==> config.mk <==
export PLATFORM = sky130hd
export DESIGN_NAME = bcd_counter_display
export DESIGN_NICKNAME = d
export VERILOG_FILES = /design/src/rtl/bcd_counter_display.sv
export SDC_FILE = /design/constraint.sdc
export NUM_CORES = 1
export LEC_CHECK = 0
export ABC_AREA = 1
export CORE_MARGIN = 1.5
export CORE_UTILIZATION = 31
export CTS_CLUSTER_SIZE = 14
export DETAILED_ROUTE_END_ITERATION = 6
export PLACE_DENSITY = 0.5
export SYNTH_ARGS = -nofsm -noshare
export SYNTH_HDL_FRONTEND = slang
export SYNTH_SLANG_ARGS = --single-unit
==> constraint.sdc <==
create_clock -name clock -period 1.84 [get_ports clock]
set_input_delay 0.368 -clock clock [delete_from_list [all_inputs] [get_ports clock]]
set_output_delay 0.368 -clock clock [all_outputs]
set_load 0.02 [all_outputs]
==> src/rtl/bcd_counter_display.sv <==
// bcd_counter_display
// Multi-digit BCD up/down counter with a clock-enable prescaler, synchronous
// load, optional saturation at the limits and a per-digit 7-segment decode.
//
// Ports:
//   clock       rising-edge clock
//   reset       asynchronous, active-high reset
//   enable      advances the prescaler when high
//   up_down     1 = count up, 0 = count down
//   load        synchronous load strobe (highest priority)
//   load_value  BCD load value, digit 0 in bits [3:0]
//   count_bcd   registered BCD count
//   segments    active-low a..g pattern per digit (MSB = a), digit 0 in [6:0]
//   wrap        one-cycle pulse when the count wraps at a limit
//   at_limit    count sits at the limit for the current direction
//   load_err    one-cycle pulse when a load carries a nibble above 9
module bcd_counter_display #(
    parameter int DIGITS        = 2,
    parameter int MAX_COUNT     = 99,
    parameter int TICK_DIV      = 1,
    parameter int SATURATE      = 0,
    parameter int BLANK_LEADING = 0
) (
    input  logic                  clock,
    input  logic                  reset,
    input  logic                  enable,
    input  logic                  up_down,
    input  logic                  load,
    input  logic [4*DIGITS-1:0]   load_value,
    output logic [4*DIGITS-1:0]   count_bcd,
    output logic [7*DIGITS-1:0]   segments,
    output logic                  wrap,
    output logic                  at_limit,
    output logic                  load_err
);

    localparam int W = 4 * DIGITS;

    function automatic logic [W-1:0] to_bcd(input int value);
        logic [W-1:0] r;
        int           v;
        r = '0;
        v = value;
        for (int i = 0; i < DIGITS; i++) begin
            r[4*i +: 4] = 4'(v % 10);
            v = v / 10;
        end
        return r;
    endfunction

    localparam logic [W-1:0] MAX_BCD  = to_bcd(MAX_COUNT);
    localparam logic [15:0]  DIV_LAST = 16'(TICK_DIV - 1);

    function automatic logic bcd_valid(input logic [W-1:0] v);
        logic ok;
        ok = 1'b1;
        for (int i = 0; i < DIGITS; i++)
            if (v[4*i +: 4] > 4'd9) ok = 1'b0;
        return ok;
    endfunction

    // Ripple a decimal carry from digit 0 upward.
    function automatic logic [W-1:0] bcd_inc(input logic [W-1:0] v);
        logic [W-1:0] r;
        logic         carry;
        r     = v;
        carry = 1'b1;
        for (int i = 0; i < DIGITS; i++) begin
            if (carry) begin
                if (v[4*i +: 4] == 4'd9) begin
                    r[4*i +: 4] = 4'd0;
                end else begin
                    r[4*i +: 4] = v[4*i +: 4] + 4'd1;
                    carry       = 1'b0;
                end
            end
        end
        return r;
    endfunction

    // Ripple a decimal borrow: a zero digit becomes 9 and borrows onward.
    function automatic logic [W-1:0] bcd_dec(input logic [W-1:0] v);
        logic [W-1:0] r;
        logic         borrow;
        r      = v;
        borrow = 1'b1;
        for (int i = 0; i < DIGITS; i++) begin
            if (borrow) begin
                if (v[4*i +: 4] == 4'd0) begin
                    r[4*i +: 4] = 4'd9;
                end else begin
                    r[4*i +: 4] = v[4*i +: 4] - 4'd1;
                    borrow      = 1'b0;
                end
            end
        end
        return r;
    endfunction

    function automatic logic [6:0] seg7(input logic [3:0] d);
        case (d)
            4'd0:    seg7 = 7'b0000001;
            4'd1:    seg7 = 7'b1001111;
            4'd2:    seg7 = 7'b0010010;
            4'd3:    seg7 = 7'b0000110;
            4'd4:    seg7 = 7'b1001100;
            4'd5:    seg7 = 7'b0100100;
            4'd6:    seg7 = 7'b0100000;
            4'd7:    seg7 = 7'b0001111;
            4'd8:    seg7 = 7'b0000000;
            4'd9:    seg7 = 7'b0000100;
            default: seg7 = 7'b1111111;
        endcase
    endfunction

    logic [15:0] div_cnt;
    logic        tick;

    // Load holds the prescaler cleared, so a tick can only come from an
    // enabled, non-load cycle.
    assign tick = enable && !load && (div_cnt == DIV_LAST);

    always_ff @(posedge clock or posedge reset) begin
        if (reset) begin
            count_bcd <= '0;
            div_cnt   <= '0;
            wrap      <= 1'b0;
            load_err  <= 1'b0;
        end else begin
            wrap     <= 1'b0;
            load_err <= 1'b0;
            if (load) begin
                div_cnt <= '0;
                if (!bcd_valid(load_value))
                    load_err <= 1'b1;
                else if (load_value > MAX_BCD)
                    count_bcd <= MAX_BCD;   // valid BCD orders like binary
                else
                    count_bcd <= load_value;
            end else if (enable) begin
                div_cnt <= tick ? 16'd0 : div_cnt + 16'd1;
                if (tick) begin
                    if (up_down) begin
                        if (count_bcd == MAX_BCD) begin
                            if (SATURATE == 0) begin
                                count_bcd <= '0;
                                wrap      <= 1'b1;
                            end
                        end else begin
                            count_bcd <= bcd_inc(count_bcd);
                        end
                    end else begin
                        if (count_bcd == '0) begin
                            if (SATURATE == 0) begin
                                count_bcd <= MAX_BCD;
                                wrap      <= 1'b1;
                            end
                        end else begin
                            count_bcd <= bcd_dec(count_bcd);
                        end
                    end
                end
            end
        end
    end

    assign at_limit = up_down ? (count_bcd == MAX_BCD) : (count_bcd == '0);

    // Walk from the top digit down; a digit is blanked only while it and
    // every digit above it are zero. Digit 0 always shows its value.
    always_comb begin
        logic seen;
        segments = '1;
        seen     = 1'b0;
        for (int i = DIGITS - 1; i >= 0; i--) begin
            if (count_bcd[4*i +: 4] != 4'd0) seen = 1'b1;
            if ((BLANK_LEADING != 0) && (i != 0) && !seen)
                segments[7*i +: 7] = 7'b1111111;
            else
                segments[7*i +: 7] = seg7(count_bcd[4*i +: 4]);
        end
    end

endmodule

Word level (Yosys, flattened, before mapping). Memory sizes are Yosys's and may differ from the RTL's. Index checks and enable logic that the tools add are counted. Widths: inputs -> output; s select.

Output and inout port bits: 25. Memories: 2. Word-level logic and storage cells: 73. Input port bits: 13. ROM bits: 224. Bits in registers: 26.

Memories: (no name shown) (depth 16, width 7, rd ports 1, clocked after memory_dff 0, wr ports 0, line 101) `case (d)`; (no name shown) (depth 16, width 7, rd ports 1, clocked after memory_dff 0, wr ports 0, line 101).

Equal/unequal tests: 5. Magnitude comparators: 3. Reductions and logical operators: 12. Muxes and demuxes: 41. $add $sub $neg: 5.

Operators with widths (count): $mux 8 (8); $mux 16 (3); $mux 1 (24); $mux 4 (6); $add 16x1->16 const B (1); $logic_not 16->1 (1); $add 4x1->4 const B (2); $eq 4x4->1 const B (2); $eq 8x8->1 const B (1); $gt 4x4->1 const B (2); $gt 8x8->1 const B (1); $logic_not 4->1 (2); $logic_not 8->1 (1); $sub 4x1->4 const B (2); $reduce_and 5->1 (1); $ne 4x1->1 const B (1); $reduce_bool 2->1 (2); $reduce_bool 4->1 (1); $reduce_and 3->1 (1); $logic_and 1x1->1 (2); $ne 2x1->1 const B (1); $logic_not 1->1 (1).

Logic depth before layout (Yosys ltp). Gate-level depths: netlist of run 1.

Depth after elaboration: 13. Depth in mapped cells: 12. Depth with buffers taken out: 12.

Least setup slack after synthesis of run 1. OpenSTA, ideal clock, no wires.

Path kind: register to output. Start point: register count_bcd[4]. End point: output port segments[9]. Slack: -116 ps. Buffers on the path: 0. Stages on the path, launching flop included: 5. Data arrival time: 1588 ps. Required time: 1472 ps. Cell sequence: dfrtp_1 -> inv_1 -> ha_1 -> ha_1 -> o21ai_0.

Cells in the longest elaborated chain, start to end: 1.

RTL lines: start, declared (line 30) `output logic [4*DIGITS-1:0] count_bcd,`; start signal, assigned (line 139) `count_bcd <= load_value;`; start signal, assigned (line 150) `count_bcd <= bcd_inc(count_bcd);`; start signal, assigned (line 159) `count_bcd <= bcd_dec(count_bcd);`; $mem_v2 16x7; end, declared (line 31) `output logic [7*DIGITS-1:0] segments,`.

No other way between the ends.

Final worst setup path of run 1.
Start point: register count_bcd[1]. End point: output port at_limit.

Cells in the longest elaborated chain, start to end: 2.

RTL lines: $eq 8x8->1 or $logic_not 8->1 (tied branches) (line 167) `assign at_limit = up_down ? (count_bcd == MAX_BCD) : (count_bcd == '0);`; $mux 1 * (line 167); end, declared (line 33) `output logic at_limit,`.

Mark *: on every way between the ends. The rest lies on a longest branch, timed or not.

==> metrics, run 1 <==
# placed instances between 500 and 600; DR iter-0 viols 123; clk buf depth 2; largest net degree at the start of global routing 27; fin. max-slew vios 0; crit path time final 1.849 ns; most frequent cells in the layout nand2_1, buf_4, inv_1, nor2_1, nand3_1; Initial Util 32.43%; syn_area_per_cell roughly 6.7 µm²; number of global-route vias before repair roughly 2.4k; Clock Skew around 0.0036 ns; remaining antenna violation count 0; Core ar. 6907 µm²; status complete, but fails checks; final hold vios 0; Die H 88 µm; CTS sink cnt 26; post-synthesis cell type count 31; Cell Area, Synth between 2000 and 2500 µm²; VDD IR max 0.6354 mV; Max-Cap Viols 0; fin nets 462; critical register-to-register path endpoint count_bcd[6]$_DFFE_PP0P_; DP Worst Slack -0.4232 ns; CP Max Fanout 3; Final GP Congestion 0.8659; final setup violation count 2; DRT Pass-1 Iters 4; worst setup path start count_bcd[1]$_DFFE_PP0P_; Total Routing Usage GR between 10% and 20%; H-tree Lvls 1; critical path startpoint category flip-flop; Critical Path AT around 1.5 ns; gr ovfl total 0; final worst setup slack -0.008743 ns; DRC Markers 0; cells on worst reg2reg path 11; RSZ-0062 raised after global routing yes; post-synth net total 361; worst-margin pin slew between 0.3 and 0.4 ns; die area 7744 µm²; Num CTS Buffers 3; Max Fclk 540.9 MHz; fin crit share 100.5%; critical path required time roughly 1.5 ns; PwrDens 1099 nW/µm²; Setup crit end at_limit; total routed wirelength 6.538 mm; failing checks setup timing; Clk Latency, worst-skew pair 0.28 ns; P&R area growth vs syn 49.05%; first-pass GRT wire length 11.01 mm; #FFs+latches synth 26; Via density 4.686; commonest non-fill, non-tap cell in the layout nand2_1; die width around 90 µm; Leak 1.690 nW; fillers 730; antenna violations before repair 0; R2R Path Start count_bcd[4]$_DFFE_PP0P_; critical path endpoint category output port; WS Path Type flip-flop to output port; Core Rows 30; antenna diode count 0; Root Driver clkbuf_8; CTS Hold Buffers Added 0; WL/cell approximately 12 µm; clock-pin slew on the worst setup and hold paths approximately 0.09 ns; via count of the routed design 2493; Cell Count, Final, Fillers Out 532; CTS tree done; setup tns final -0.01014 ns; R2R Setup Slk around 0.10 ns; Slew HR 76.95%; Seq/Total Area, Yosys around 29%; YS warnings 0; num ports 38; DP HPWL 5.269 mm; Post-Synthesis Cells 336; Port Buffers 37; class of the worst hold path input port to async pin; layout cell share with drive strength beyond 1 31.19%
[worst max-delay path: stages (launching register included)]
cell     delay (ns)
dfrtp_1        0.41
inv_2          0.11
ha_4           0.16
nand4_1        0.17
o22ai_4        0.22
buf_6          0.14
[per-stage QoR]
stage	util, %	instance area (µm²)	hold slack (ns)	power, mW
after floorplan	-	2240	0.4080	1.897
after global placement	45.29	3128	0.5066	3.177
after detailed placement	45.29	3128	0.5188	3.179
after CTS	45.96	3174	0.4508	3.461
after global routing	48.33	3338	0.4820	3.953
final	48.33	3338	0.4340	3.669
[worst min path at each step]
stage                            startpoint                       end  depth (start not counted)
global route                          reset  count_bcd[2]$_DFFE_PP0P_                          3
detailed placement  div_cnt[14]$_DFFE_PP0P_   div_cnt[14]$_DFFE_PP0P_                          2
CTS                                   reset        load_err$_DFF_PP0_                          3
floorplan                             reset  count_bcd[0]$_DFFE_PP0P_                          1
finish                                reset        load_err$_DFF_PP0_                          3
global placement    div_cnt[14]$_DFFE_PP0P_   div_cnt[14]$_DFFE_PP0P_                          2
[power breakdown]
part | internal, mW | switching, mW | total (mW)
registers | 0.640 | 0.0857 | 0.725
logic | 1.23 | 1.33 | 2.56
clock network | 0.192 | 0.189 | 0.381
total | 2.06 | 1.61 | 3.67
[state kept, by name, summed over array words and instances, names as in the netlist]
signal / cells
wrap: 1
load_err: 1
div_cnt: 16
count_bcd: 8
[what timing repair did]
item / in CTS / in global routing
endpoints found under the setup margin: 20 / 28
pin swaps: 1 / 10
gates resized for setup: 85 / 37
setup buffers: 1 / 4
[logic make-up (layout without fill, tap and decap cells)]
kind of cell | after synthesis | after routing | synth area share [%]
flops | 26 | 26 | 29.05
xor+xnor | 3 | 3 | 1.173
buf+inv | 55 | 155 | 10.95
simple gates | 194 | 194 | 40.28
compound gates | 46 | 46 | 11.84
fa+ha+maj | 12 | 12 | 6.704
[Yosys cell counts, drive strengths merged]
cell | n | share of area [%]
nand3 | 32 | 8.2
o21bai | 1 | 0.34
nor3 | 13 | 3.6
nor4 | 1 | 0.28
nand4 | 9 | 2.5
o22ai | 4 | 1.1
o211ai | 5 | 1.7
ha | 12 | 6.7
a21oi | 8 | 1.8
nor2 | 44 | 8.4
o21ai | 28 | 6.9
xnor2 | 1 | 0.39
nand2 | 93 | 17
xor2 | 2 | 0.78
and2 | 1 | 0.28
dfrtp | 26 | 29
inv | 48 | 8.3
or2 | 1 | 0.28
buf | 7 | 2.7
[per-layer routing]
layer	vias to the layer above	GRT usage (%)	part of all wire, %
met3	7	0.9425	1.8
met1	1162	24.57	49
met5	-	0	0
met4	0	4.906	1.2
li1	1291	-	-
met2	33	30.12	48
[layout make-up]
type / count / area (µm²) / share of cell area, %
Sequential cell: 26 / 653.1 / 19.57
Clock buffer: 4 / 55.05 / 1.649
Timing Repair Buffer: 103 / 853.3 / 25.56
Inverter: 48 / 185.2 / 5.547
Tap cell: 96 / 120.1 / 3.598
Multi-Input combinational cell: 255 / 1471 / 44.08
(Power assumes the default switching activity.)
==> inputs of run 2 (changes only) <==
--- a/config.mk
+++ b/config.mk
@@ -10,6 +10,7 @@
 export CORE_UTILIZATION = 31
 export CTS_CLUSTER_SIZE = 14
 export DETAILED_ROUTE_END_ITERATION = 6
+export GPL_ROUTABILITY_DRIVEN = 1
 export PLACE_DENSITY = 0.5
 export SYNTH_ARGS = -nofsm -noshare
 export SYNTH_HDL_FRONTEND = slang
==> results of run 2 <==
No change in the layout: final DEF, timing and power equal those of run 1.
==> inputs of run 3 (changes only) <==
--- a/config.mk
+++ b/config.mk
@@ -6,12 +6,14 @@
 export NUM_CORES = 1
 export LEC_CHECK = 0
 export ABC_AREA = 1
+export CELL_PAD_IN_SITES_DETAIL_PLACEMENT = 0
+export CELL_PAD_IN_SITES_GLOBAL_PLACEMENT = 1
 export CORE_MARGIN = 1.5
 export CORE_UTILIZATION = 31
 export CTS_CLUSTER_SIZE = 14
 export DETAILED_ROUTE_END_ITERATION = 6
 export GPL_ROUTABILITY_DRIVEN = 1
-export PLACE_DENSITY = 0.5
+export PLACE_DENSITY = 0.67
 export SYNTH_ARGS = -nofsm -noshare
 export SYNTH_HDL_FRONTEND = slang
 export SYNTH_SLANG_ARGS = --single-unit
==> metrics, run 3 (same netlist as run 1, synthesis figures left out) <==
VDD IR max 0.4915 mV (was 0.6354 mV); most frequent cells in the layout nand2_1, buf_4, nor2_1, inv_1, nand3_1 (was nand2_1, buf_4, inv_1, nor2_1, nand3_1); CTS tree done (unchanged); PwrDens 1076 nW/µm² (was 1099 nW/µm²); Max-Cap Viols 0 (unchanged); Num CTS Buffers 3 (unchanged); Slew HR 76.93% (was 76.95%); Port Buffers 37 (unchanged); layout cell share with drive strength beyond 1 30.65% (was 31.19%); cells on worst reg2reg path 10 (was 11); Total Power 3.567 mW (was 3.669 mW); die area 7744 µm² (unchanged); gr ovfl total 0 (unchanged); num ports 38 (unchanged); CP Max Fanout 4 (was 3); Critical Path AT 1.46 ns (was 1.48 ns); final hold vios 0 (unchanged); Die H 88 µm (unchanged); status finished, final reports clean (was complete, but fails checks); CTS Hold Buffers Added 0 (unchanged); fin. max-slew vios 0 (unchanged); Leak 1.650 nW (was 1.690 nW); final setup violation count 0 (was 2); worst-margin pin slew 0.3460 ns (was 0.3453 ns); class of the worst hold path input port to async pin (unchanged); Biggest register div_cnt (unchanged); fillers 773 (was 730); H-tree Lvls 1 (unchanged); CTS sink cnt 26 (unchanged); first-pass GRT wire length 10.87 mm (was 11.01 mm); Core Rows 30 (unchanged); clock-pin slew on the worst setup and hold paths 0.09 ns (about the same); Core ar. 6907 µm² (unchanged); critical register-to-register path endpoint count_bcd[6]$_DFFE_PP0P_ (unchanged); clk buf depth 2 (unchanged); CP cell instances inv_2 -> ha_4 -> inv_1 -> nor2_4 -> nand2_2 -> o22ai_4 -> buf_6 (was inv_2 -> ha_4 -> nand4_1 -> o22ai_4 -> buf_6); antenna diode count 0 (unchanged); largest net degree at the start of global routing 27 (unchanged); fin nets 460 (was 462); total routed wirelength 6.479 mm (was 6.538 mm); antenna violations before repair 0 (unchanged); DRT Pass-1 Iters 4 (unchanged); Root Driver clkbuf_8 (unchanged); DR iter-0 viols 93 (was 123); critical path startpoint category flip-flop (unchanged); max FFs per register 16 (unchanged); fin crit share 99.61% (was 100.5%); P&R area growth vs syn 47.99% (was 49.05%); via count of the routed design 2463 (was 2493); WS Path Type flip-flop to output port (unchanged); Clk Latency, worst-skew pair 0.27 ns (was 0.28 ns); Crit-path slowest cell dfrtp_2 (was dfrtp_1); slowest stage delay, CP 0.46 ns (was 0.41 ns); DP HPWL 5.013 mm (was 5.269 mm); Clock Skew 0.003630 ns (was 0.003637 ns); remaining antenna violation count 0 (unchanged); RSZ-0062 raised after global routing yes (unchanged); Max Fclk 545.6 MHz (was 540.9 MHz); crit path time final 1.833 ns (was 1.849 ns); setup tns final 0 ns (was -0.01014 ns); number of global-route vias before repair 2430 (was 2378); die width 88 µm (unchanged); Via density 4.647 (was 4.686); R2R Path Start count_bcd[4]$_DFFE_PP0P_ (unchanged); critical path required time 1.47 ns (about the same); Final GP Congestion 0.8734 (was 0.8659); Largest regs div_cnt x16, count_bcd x8 (unchanged); Initial Util 32.43% (unchanged); commonest non-fill, non-tap cell in the layout nand2_1 (unchanged); Total Routing Usage GR 17.50% (was 17.80%); critical path endpoint category output port (unchanged); WL/cell 12.22 µm (was 12.29 µm); R2R Setup Slk 0.08 ns (was 0.10 ns); DRC Markers 0 (unchanged)
## run 3: worst max-delay path by stage
| stage | from | endpoint | slack (ns) | depth (start not counted) |
|---|---|---|---|---|
| final | count_bcd[0]$_DFFE_PP0P_ | at_limit | 0.007 | 7 |
| after global routing | count_bcd[0]$_DFFE_PP0P_ | at_limit | -0.08 | 7 |
| after CTS | count_bcd[4]$_DFFE_PP0P_ | at_limit | -0.01 | 5 |
| after detailed placement | up_down | at_limit | -0.47 | 6 |
| after global placement | up_down | at_limit | -0.39 | 6 |
| after floorplan | count_bcd[0]$_DFFE_PP0P_ | at_limit | 0.02 | 6 |
## run 3: repair_timing
item	in CTS	in global routing
resized for setup	90	28
setup endpoints to repair	20	18
buffers inserted	1	5
pin swaps	4	6
hold endpoints to repair	0	0
## run 3: where the power goes
part	switching, mW	total [mW]	internal (mW)
combinational	1.32	2.47	1.16
sequential	0.0775	0.718	0.640
clock	0.183	0.374	0.191
## run 3: layout make-up
class | count | area, µm² | share of cell area, %
Inverter | 48 | 185.2 | 5.587
Clock buffer | 4 | 55.05 | 1.661
Multi-Input combinational cell | 255 | 1463 | 44.13
Sequential cell | 26 | 654.4 | 19.74
Timing Repair Buffer | 101 | 837.1 | 25.25
Tap cell | 96 | 120.1 | 3.624
## run 3: through the flow
stage / util, % / worst slack (ns) / hold slack (ns) / area (µm²) / instances
6_report: 47.99 / 0.007086 / 0.4492 / 3314 / 530
3_5_place_dp: 45.33 / -0.4653 / 0.5296 / 3131 / 520
2_1_floorplan: - / 0.02344 / 0.4080 / 2240 / 336
3_3_place_gp: 45.33 / -0.3907 / 0.4999 / 3131 / 520
4_1_cts: 46.01 / -0.01295 / 0.4569 / 3178 / 525
5_1_grt: 47.99 / -0.08064 / 0.4970 / 3314 / 530
## run 3: worst max-delay path, delay by kind of cell (launching register included)
family | cells | cell delay (ns)
buf+inv | 3 | 0.29
flops | 1 | 0.46
simple gates | 2 | 0.19
fa+ha+maj | 1 | 0.13
compound gates | 1 | 0.12
## run 3: routing by layer
metal | global-route usage [%] | wire, µm
met4 | 4.762 | 23
met3 | 1.979 | 176
met5 | 0 | 0
met2 | 30.81 | 3300
met1 | 22.55 | 2979
